[src/rtl/decode_stage.sv]
// Decode stage of the 3-stage pipeline: ID/EX register, 16x16 register file with
// write-back bypass, back-pressure, branch flush and HALT handling.
module decode_stage #(
  parameter int DATA_W = 16,
  parameter int ADDR_W = 8,
  parameter int NREG   = 16
) (
  input  logic              clk,
  input  logic              rst,
  input  logic [15:0]       curr_instr,
  input  logic [ADDR_W-1:0] instr_addr,
  input  logic              if_valid,
  output logic              dec_stall,
  input  logic              ex_ready,
  input  logic              flush,
  input  logic              wb_en,
  input  logic [3:0]        wb_rd,
  input  logic [DATA_W-1:0] wb_data,
  output logic              id_valid,
  output logic [3:0]        id_op,
  output logic [3:0]        id_rd,
  output logic [DATA_W-1:0] id_a,
  output logic [DATA_W-1:0] id_b,
  output logic              id_we,
  output logic              id_jmp,
  output logic [ADDR_W-1:0] id_target,
  output logic [ADDR_W-1:0] id_pc,
  output logic              id_illegal,
  output logic              halted
);

  typedef enum logic [0:0] {RUN = 1'b0, HALTED = 1'b1} state_t;

  state_t              state_r, state_nxt_s;
  logic [DATA_W-1:0]   regs_r [NREG];

  logic                id_valid_r, id_we_r, id_jmp_r, id_illegal_r;
  logic [3:0]          id_op_r, id_rd_r;
  logic [DATA_W-1:0]   id_a_r, id_b_r;
  logic [ADDR_W-1:0]   id_target_r, id_pc_r;

  logic [3:0]          op_s, rd_s, rs1_s, rs2_s;
  logic [DATA_W-1:0]   a_s, b_s;
  logic                we_s, jmp_s, illegal_s, accept_s;
  logic [ADDR_W-1:0]   target_s;

  // Register read port: R0 is hard zero, a same-cycle write-back wins over the array.
  function automatic logic [DATA_W-1:0] read_port(input logic [3:0] idx);
    if (idx == 4'd0) begin
      return {DATA_W{1'b0}};
    end else if (wb_en && (wb_rd == idx)) begin
      return wb_data;
    end else begin
      return regs_r[idx];
    end
  endfunction

  assign dec_stall = (id_valid_r & ~ex_ready) | (state_r == HALTED);
  assign accept_s  = if_valid & ~dec_stall & ~flush & (state_r == RUN);

  // Field decode and operand selection for the instruction presented by fetch.
  always_comb begin
    op_s      = curr_instr[15:12];
    rd_s      = curr_instr[11:8];
    rs1_s     = curr_instr[7:4];
    rs2_s     = curr_instr[3:0];
    a_s       = read_port(rs1_s);
    b_s       = read_port(rs2_s);
    we_s      = 1'b0;
    jmp_s     = 1'b0;
    illegal_s = 1'b0;
    target_s  = {ADDR_W{1'b0}};
    case (op_s)
      4'h0: begin
        we_s = 1'b0;
      end
      4'h1, 4'h2, 4'h3, 4'h4, 4'h5: begin
        we_s = (rd_s != 4'd0);
      end
      4'h6: begin
        we_s = (rd_s != 4'd0);
        b_s  = {{(DATA_W-4){curr_instr[3]}}, curr_instr[3:0]};
      end
      4'h7: begin
        we_s = (rd_s != 4'd0);
        b_s  = {{(DATA_W-8){1'b0}}, curr_instr[7:0]};
      end
      4'h8: begin
        jmp_s    = 1'b1;
        target_s = ADDR_W'(curr_instr[7:0]);
      end
      4'hF: begin
        we_s = 1'b0;
      end
      default: begin
        illegal_s = 1'b1;
      end
    endcase
  end

  // Next-state logic: only an accepted HALT moves to HALTED; only rst leaves it.
  always_comb begin
    state_nxt_s = state_r;
    case (state_r)
      RUN: begin
        if (accept_s && (op_s == 4'hF)) begin
          state_nxt_s = HALTED;
        end else begin
          state_nxt_s = RUN;
        end
      end
      HALTED: begin
        state_nxt_s = HALTED;
      end
      default: begin
        state_nxt_s = RUN;
      end
    endcase
  end

  // State register.
  always_ff @(posedge clk) begin
    if (rst) begin
      state_r <= RUN;
    end else begin
      state_r <= state_nxt_s;
    end
  end

  // Register file write port; live in every state, including stall and HALTED.
  always_ff @(posedge clk) begin
    if (rst) begin
      for (int i = 0; i < NREG; i++) begin
        regs_r[i] <= {DATA_W{1'b0}};
      end
    end else if (wb_en && (wb_rd != 4'd0)) begin
      regs_r[wb_rd] <= wb_data;
    end
  end

  // ID/EX register: flush beats accept beats hold beats bubble.
  always_ff @(posedge clk) begin
    if (rst) begin
      id_valid_r   <= 1'b0;
      id_op_r      <= 4'd0;
      id_rd_r      <= 4'd0;
      id_a_r       <= {DATA_W{1'b0}};
      id_b_r       <= {DATA_W{1'b0}};
      id_we_r      <= 1'b0;
      id_jmp_r     <= 1'b0;
      id_target_r  <= {ADDR_W{1'b0}};
      id_pc_r      <= {ADDR_W{1'b0}};
      id_illegal_r <= 1'b0;
    end else if (flush) begin
      id_valid_r <= 1'b0;
    end else if (accept_s) begin
      id_valid_r   <= 1'b1;
      id_op_r      <= op_s;
      id_rd_r      <= rd_s;
      id_a_r       <= a_s;
      id_b_r       <= b_s;
      id_we_r      <= we_s;
      id_jmp_r     <= jmp_s;
      id_target_r  <= target_s;
      id_pc_r      <= instr_addr;
      id_illegal_r <= illegal_s;
    end else if (id_valid_r && !ex_ready) begin
      id_valid_r <= id_valid_r;
    end else begin
      id_valid_r <= 1'b0;
    end
  end

  assign id_valid   = id_valid_r;
  assign id_op      = id_op_r;
  assign id_rd      = id_rd_r;
  assign id_a       = id_a_r;
  assign id_b       = id_b_r;
  assign id_we      = id_we_r;
  assign id_jmp     = id_jmp_r;
  assign id_target  = id_target_r;
  assign id_pc      = id_pc_r;
  assign id_illegal = id_illegal_r;
  assign halted     = (state_r == HALTED);

endmodule
[config.mk]
export PLATFORM = sky130hd
export DESIGN_NAME = decode_stage
export DESIGN_NICKNAME = d
export VERILOG_FILES = /design/src/rtl/decode_stage.sv
export SDC_FILE = /design/constraint.sdc
export NUM_CORES = 1
export LEC_CHECK = 0
export CAP_MARGIN = 20
export CORE_MARGIN = 4
export CORE_UTILIZATION = 54
export CTS_CLUSTER_DIAMETER = 30
export DETAILED_ROUTE_END_ITERATION = 8
export GPL_TIMING_DRIVEN = 0
export PLACE_DENSITY = 0.74
export RECOVER_POWER = 50
export SKIP_CTS_REPAIR_TIMING = 1
export SYNTH_ARGS = -nofsm -noshare
export SYNTH_HDL_FRONTEND = slang
export SYNTH_SLANG_ARGS = --single-unit
[constraint.sdc]
create_clock -name clk -period 1.7 [get_ports clk]
set_input_delay 0.255 -clock clk [delete_from_list [all_inputs] [get_ports clk]]
set_output_delay 0.255 -clock clk [all_outputs]
set_load 0.1 [all_outputs]
# --- Word-level counts from Yosys, hierarchy flattened ---
# Memories as Yosys holds them, arrays and structs flattened.
# Index checks and enable logic that the tools add are counted.
totals:
  register_bits: 61
  latch_bits: 0
  ramBits: 256
  rom_bits: 0
  output_inout_bits: 62
  wordCells: 70
  n_memories: 1
mem_list:
  columns: ["memory", "depth", "width", "read_ports", "rd_ports_with_merged_regs", "write_ports", "line", "rtl"]
  rows:
  - ["regs_r", 16, 16, 2, 0, 16, "35", "logic [DATA_W-1:0] regs_r [NREG];"]
classes:
  n_addsub: 0
  n_mul: 0
  div: 0
  magnitude_cmp: 0
  eq_ne: 12
  n_shift: 0
  n_mux: 21
  n_bitwise: 9
  n_reduce_logical: 16
ops:
  columns: ["cell", "n"]
  rows:
  - ["2-to-1 mux 16 bit", 5]
  - ["one-hot mux 16 bit (2 select lines)", 1]
  - ["equality test 4 x 3 -> 1 bit (second input constant)", 4]
  - ["OR reduction 16 bit", 1]
  - ["zero test 4 bit", 3]
  - ["2-to-1 mux 1 bit", 12]
  - ["OR reduction 10 bit", 1]
  - ["equality test 4 x 2 -> 1 bit (second input constant)", 2]
  - ["equality test 4 bit", 2]
  - ["equality test 4 bit (second input constant)", 2]
  - ["2-to-1 mux 8 bit", 1]
  - ["nonzero test 4 bit", 2]
  - ["OR reduction 7 bit", 1]
  - ["logical AND 1 bit", 5]
  - ["bitwise AND 1 bit", 4]
  - ["equality test 4 x 1 -> 1 bit (second input constant)", 1]
  - ["2-to-1 mux 4 bit", 1]
  - ["NOT 1 bit", 4]
  - ["!= test 2 bit (second input constant)", 1]
  - ["one-hot mux 1 bit (2 select lines)", 1]
  - ["AND reduction 2 bit", 1]
  - ["OR reduction 2 bit", 1]
  - ["zero test 1 bit", 1]
  - ["bitwise OR 1 bit", 1]

# --- Logic depth before layout (Yosys ltp) ---
logic_depth:
  depth_word: 10
  depth_mapped: 8

# --- Least setup slack after synthesis ---
# OpenSTA, ideal clock, no wires.
synth_timing:
  path_type: "register to register"
  startpoint: "register id_valid_r (netlist: id_valid)"
  endpoint: "register id_b_r[0] (netlist: id_b[0])"
  arrival_ns: 2.197
  path_slack_ns: -0.559
  path_stages_with_launch: 7
  n_path_buf: 1
  path_cell_list: "dfxtp_1 nand2b_1 a31oi_1 clkbuf_1 nand2_1 nand4_1 o2111a_1"
synth_via:
  elab_chain_len: 7
synth_rtl:
  columns: ["item", "line", "rtl"]
  rows:
  - ["from (decl)", "37", "logic id_valid_r, id_we_r, id_jmp_r, id_illegal_r;"]
  - ["from (signal assigned)", "168", "id_valid_r <= id_valid_r;"]
  - ["bitwise AND 1 bit", "58", "assign dec_stall = (id_valid_r & ~ex_ready) | (state_r == HALTED);"]
  - ["bitwise OR 1 bit", "58", null]
  - ["NOT 1 bit", "59", "assign accept_s = if_valid & ~dec_stall & ~flush & (state_r == RUN);"]
  - ["bitwise AND 1 bit (3 in a row)", "59", null]
  - ["AND reduction 2 bit (no line)", null, null]
  - ["to (signal assigned)", "148", "id_b_r <= {DATA_W{1'b0}};"]
  - ["to (signal assigned)", "161", "id_b_r <= b_s;"]
  - ["to (decl)", "39", "logic [DATA_W-1:0] id_a_r, id_b_r;"]
# Every way passes these cells.
# A chain may end at the register's enable or synchronous reset.

==> results.py <==
metrics = {
    "logic_synthesis": {
        "syn_avg_cell_area_sq_um": 13.73,
        "yosys-top-cells-area": "edfxtp_1 (47%), mux4_2 (17%), and2_1 (9.9%)",
        "synth-edff-count": 256,
        "yosys_most_used_dff": "edfxtp_1",
        "synth.cell_area_sq_mm": 0.01624,
        "synth.yosys.seq_area_share": 0.5487,
        "synth_top_cell_by_area": "edfxtp_1",
        "ys_seq_elements": 317,
        "synth_top_area_frac": 0.4735,
        "synthDistinctLibCells": 55,
        "async_reset_ff_frac": 0,
        "ys.warnings.count": 0,
        "synthCells": 1183,
    },
    "pwr": {
        "power_density_mw_per_mm2": 1180,
        "ir_drop_v": 0.0008417,
        "p_leak_nw": 7.732,
        "total_power_mw": 24.85,
    },
    "worst_setup_path": {
        "cp_cell_sequence": "dlygate4sd3_1 -> nand2b_1 -> nor2_1 -> nand2_2 -> nor2_1 -> or2_4",
        "cp_num_cells": 6,
        "cp_max_fo": 16,
        "start_kind": "input port",
        "cp-end-kind": "register",
        "max_stage_delay_ns": 0.56,
        "path_buf_inv": 1,
        "critPathRequiredTime_ns": 1.95,
        "slowest_stage": "dlygate4sd3_1",
        "cp.arrival_ns": 2.16,
        "crit_path_frequent_cell": "nor2_1",
        "r2r_cells": 5,
        "crit_type": "in -> reg",
        "critPathTopFamily": "simple AND/OR/NAND/NOR gates",
    },
    "drt": {
        "wl_met2_um": 25790,
        "postRouteAntennaNets": 0,
        "via_count": 11910,
        "met1_length_um": 18920,
        "drc": 0,
        "viasPerCell": 6.428,
        "top_layer_used": "met4",
        "drt_iter0_drc": 1333,
        "met3_length_um": 4980,
        "drt-pass1-iter-count": 5,
        "routed_wl_um": 51150,
        "wl_per_cell_um": 27.62,
    },
    "sta": {
        "setup_viol": 352,
        "drv_slew": 0,
        "worst_slew_pin_slew_ns": 1.080,
        "fin_skew_ns": 0.01905,
        "hold_violations": 0,
        "rsz0062_at_grt": "yes",
        "period_share": 1.126,
        "post-route-min-period_ns": 1.913,
        "slew-limit-headroom": 0.2797,
        "worst_slack_ns": -0.2134,
        "clock.fmax_mhz": 522.6,
    },
    "global_route": {
        "grt_max_degree": 17,
        "first_global_vias": 11570,
        "grt_pass1_wl_um": 72360,
        "grt_use_total": 0.2922,
        "overflow": 0,
        "antenna_found_initial": 0,
    },
    "place": {
        "dpl.hpwl_um": 34360,
        "port_buffers": 103,
        "gp_congestion": 0.9318,
        "dpl_worst_slack_ns": -1.432,
        "placed_cells": 1691,
    },
    "clocking": {
        "ctsLongestPathBuffers": 3,
        "clock_sinks": 317,
        "htreeDepth": 2,
        "path_clk_slew_ns": 0.05,
        "clk_latency_ns": 0.58,
        "cts_tree": "done",
        "root_buffer": "clkbuf_16",
        "numCtsBuffers": 61,
    },
    "layout": {
        "layout.cells.non_filler": 1852,
        "final_nets": 1460,
        "diodes": 0,
        "area_growth_pct": 29.75,
        "drive_gt1_frac": 0.3735,
        "post-route-util": 0.7108,
    },
    "die": {
        "die_h_um": 181.4,
        "dieWidth_um": 181.4,
        "start_util": 0.5478,
        "io_pins": 112,
        "die_area_sq_mm": 0.03291,
        "placementRows": 63,
        "core_sq_mm": 0.02964,
    },
    "outcome": {
        "violations": "negative setup slack",
        "outcome": "finished, violations left",
    },
    "hold_path": {
        "hold_path.class": "in -> reg",
        "hold_depth": 3,
    },
    "run": {
        "cap_violations": 0,
    },
}
layout make-up:
cell class | count | area (sq um)
clock buffers | 76 | 1665
inverters | 3 | 11.26
plain buffers | 103 | 745.7
multi-input cells | 779 | 7575
clock inverters | 39 | 499.2
flip-flops and latches | 317 | 8916
fillers | 1941 | 8572
well taps | 390 | 488.0
repair buffers | 145 | 1166
where the power goes:
| group | internal [mW] | switching, mW | leakage [nW] |
|---|---|---|---|
| Clock | 8.43 | 4.06 | 1.04 |
| Combinational | 1.24 | 2.03 | 3.74 |
| Sequential | 8.85 | 0.238 | 2.94 |
| Total | 18.5 | 6.33 | 7.73 |
final timing paths:
kind / slack, ns / endpoint / start
min: 0.23 / id_pc[3]$_SDFFE_PP0P_ / instr_addr[3]
min reg2reg: 0.45 / id_target[0]$_SDFFE_PP0P_ / id_target[0]$_SDFFE_PP0P_
max reg2reg: -0.16 / id_b[2]$_SDFFE_PP0P_ / regs_r[14][2]$_SDFFCE_PN0P_
max: -0.21 / regs_r[6][8]$_SDFFCE_PN0P_ / rst
state kept, by name, indices dropped and copies added, names as in the netlist, 4 cells and up:
signal / cells
id_op: 4
id_a: 16
regs_r: 256
id_rd: 4
id_pc: 8
id_target: 8
id_b: 16
synthesized netlist by cell type, types with 6 or more instances:
master,count
nor3_1,17
nand2_1,76
a221oi_1,12
and2_1,257
mux4_2,124
a211oi_1,15
buf_6,8
nand3_1,6
nor2_1,31
edfxtp_1,256
buf_2,28
mux2i_1,22
a221o_1,16
a22oi_1,29
o21ai_0,6
or2_2,15
dfxtp_1,61
clkbuf_1,65
a21oi_1,45
nor2b_1,21
cell usage in the layout (no fill, tap or decap), types with 11 or more instances in the layout:
| master | n |
|---|---|
| buf_2 | 16 |
| a221o_1 | 16 |
| nand2_1 | 73 |
| mux2i_1 | 13 |
| conb_1 | 16 |
| mux4_2 | 124 |
| clkbuf_1 | 37 |
| a211oi_2 | 15 |
| nor3_1 | 14 |
| clkbuf_16 | 63 |
| and2_1 | 245 |
| nor2_1 | 19 |
| buf_12 | 20 |
| nor2b_4 | 11 |
| a221oi_2 | 13 |
| clkdlybuf4s50_1 | 35 |
| clkbuf_2 | 80 |
| and2_0 | 12 |
| clkinv_2 | 13 |
| a21oi_1 | 40 |
| edfxtp_1 | 256 |
| dfxtp_1 | 59 |
| or2_4 | 19 |
| buf_4 | 48 |
| a22oi_2 | 23 |
tightest hold or removal path, delay by kind of cell:
family	cells	cell delay (ns)
buffers and inverters	1	0.39
AND/OR/NAND/NOR	1	0.05
AO/OA/AOI/OAI	1	0.05
routing by layer:
metal | global-route usage | up-vias
met2 | 0.4951 | 771
met3 | 0.05709 | 125
met5 | 0 | -
met1 | 0.3938 | 6042
met4 | 0.07385 | 0
li1 | - | 4967
cell families after synthesis:
logic type	share of synthesized area
simple gates	0.1604
flops	0.5487
other cells	0.0002310
xor+xnor	0.004778
mux	0.1876
compound gates	0.06457
buf+inv	0.03375
stage by stage:
stage               hold WS (ns)  setup TNS [ns]  cell area [sq um]
CTS                       0.2190         -276.75              20300
finish                    0.2273          -32.84              21070
global placement          0.4381         -540.94              18130
floorplan                 0.3910          -2.114              16610
global route              0.2605          -42.39              21070
detailed placement        0.4448         -559.17              18130
Power figures use the tool's default switching activity.
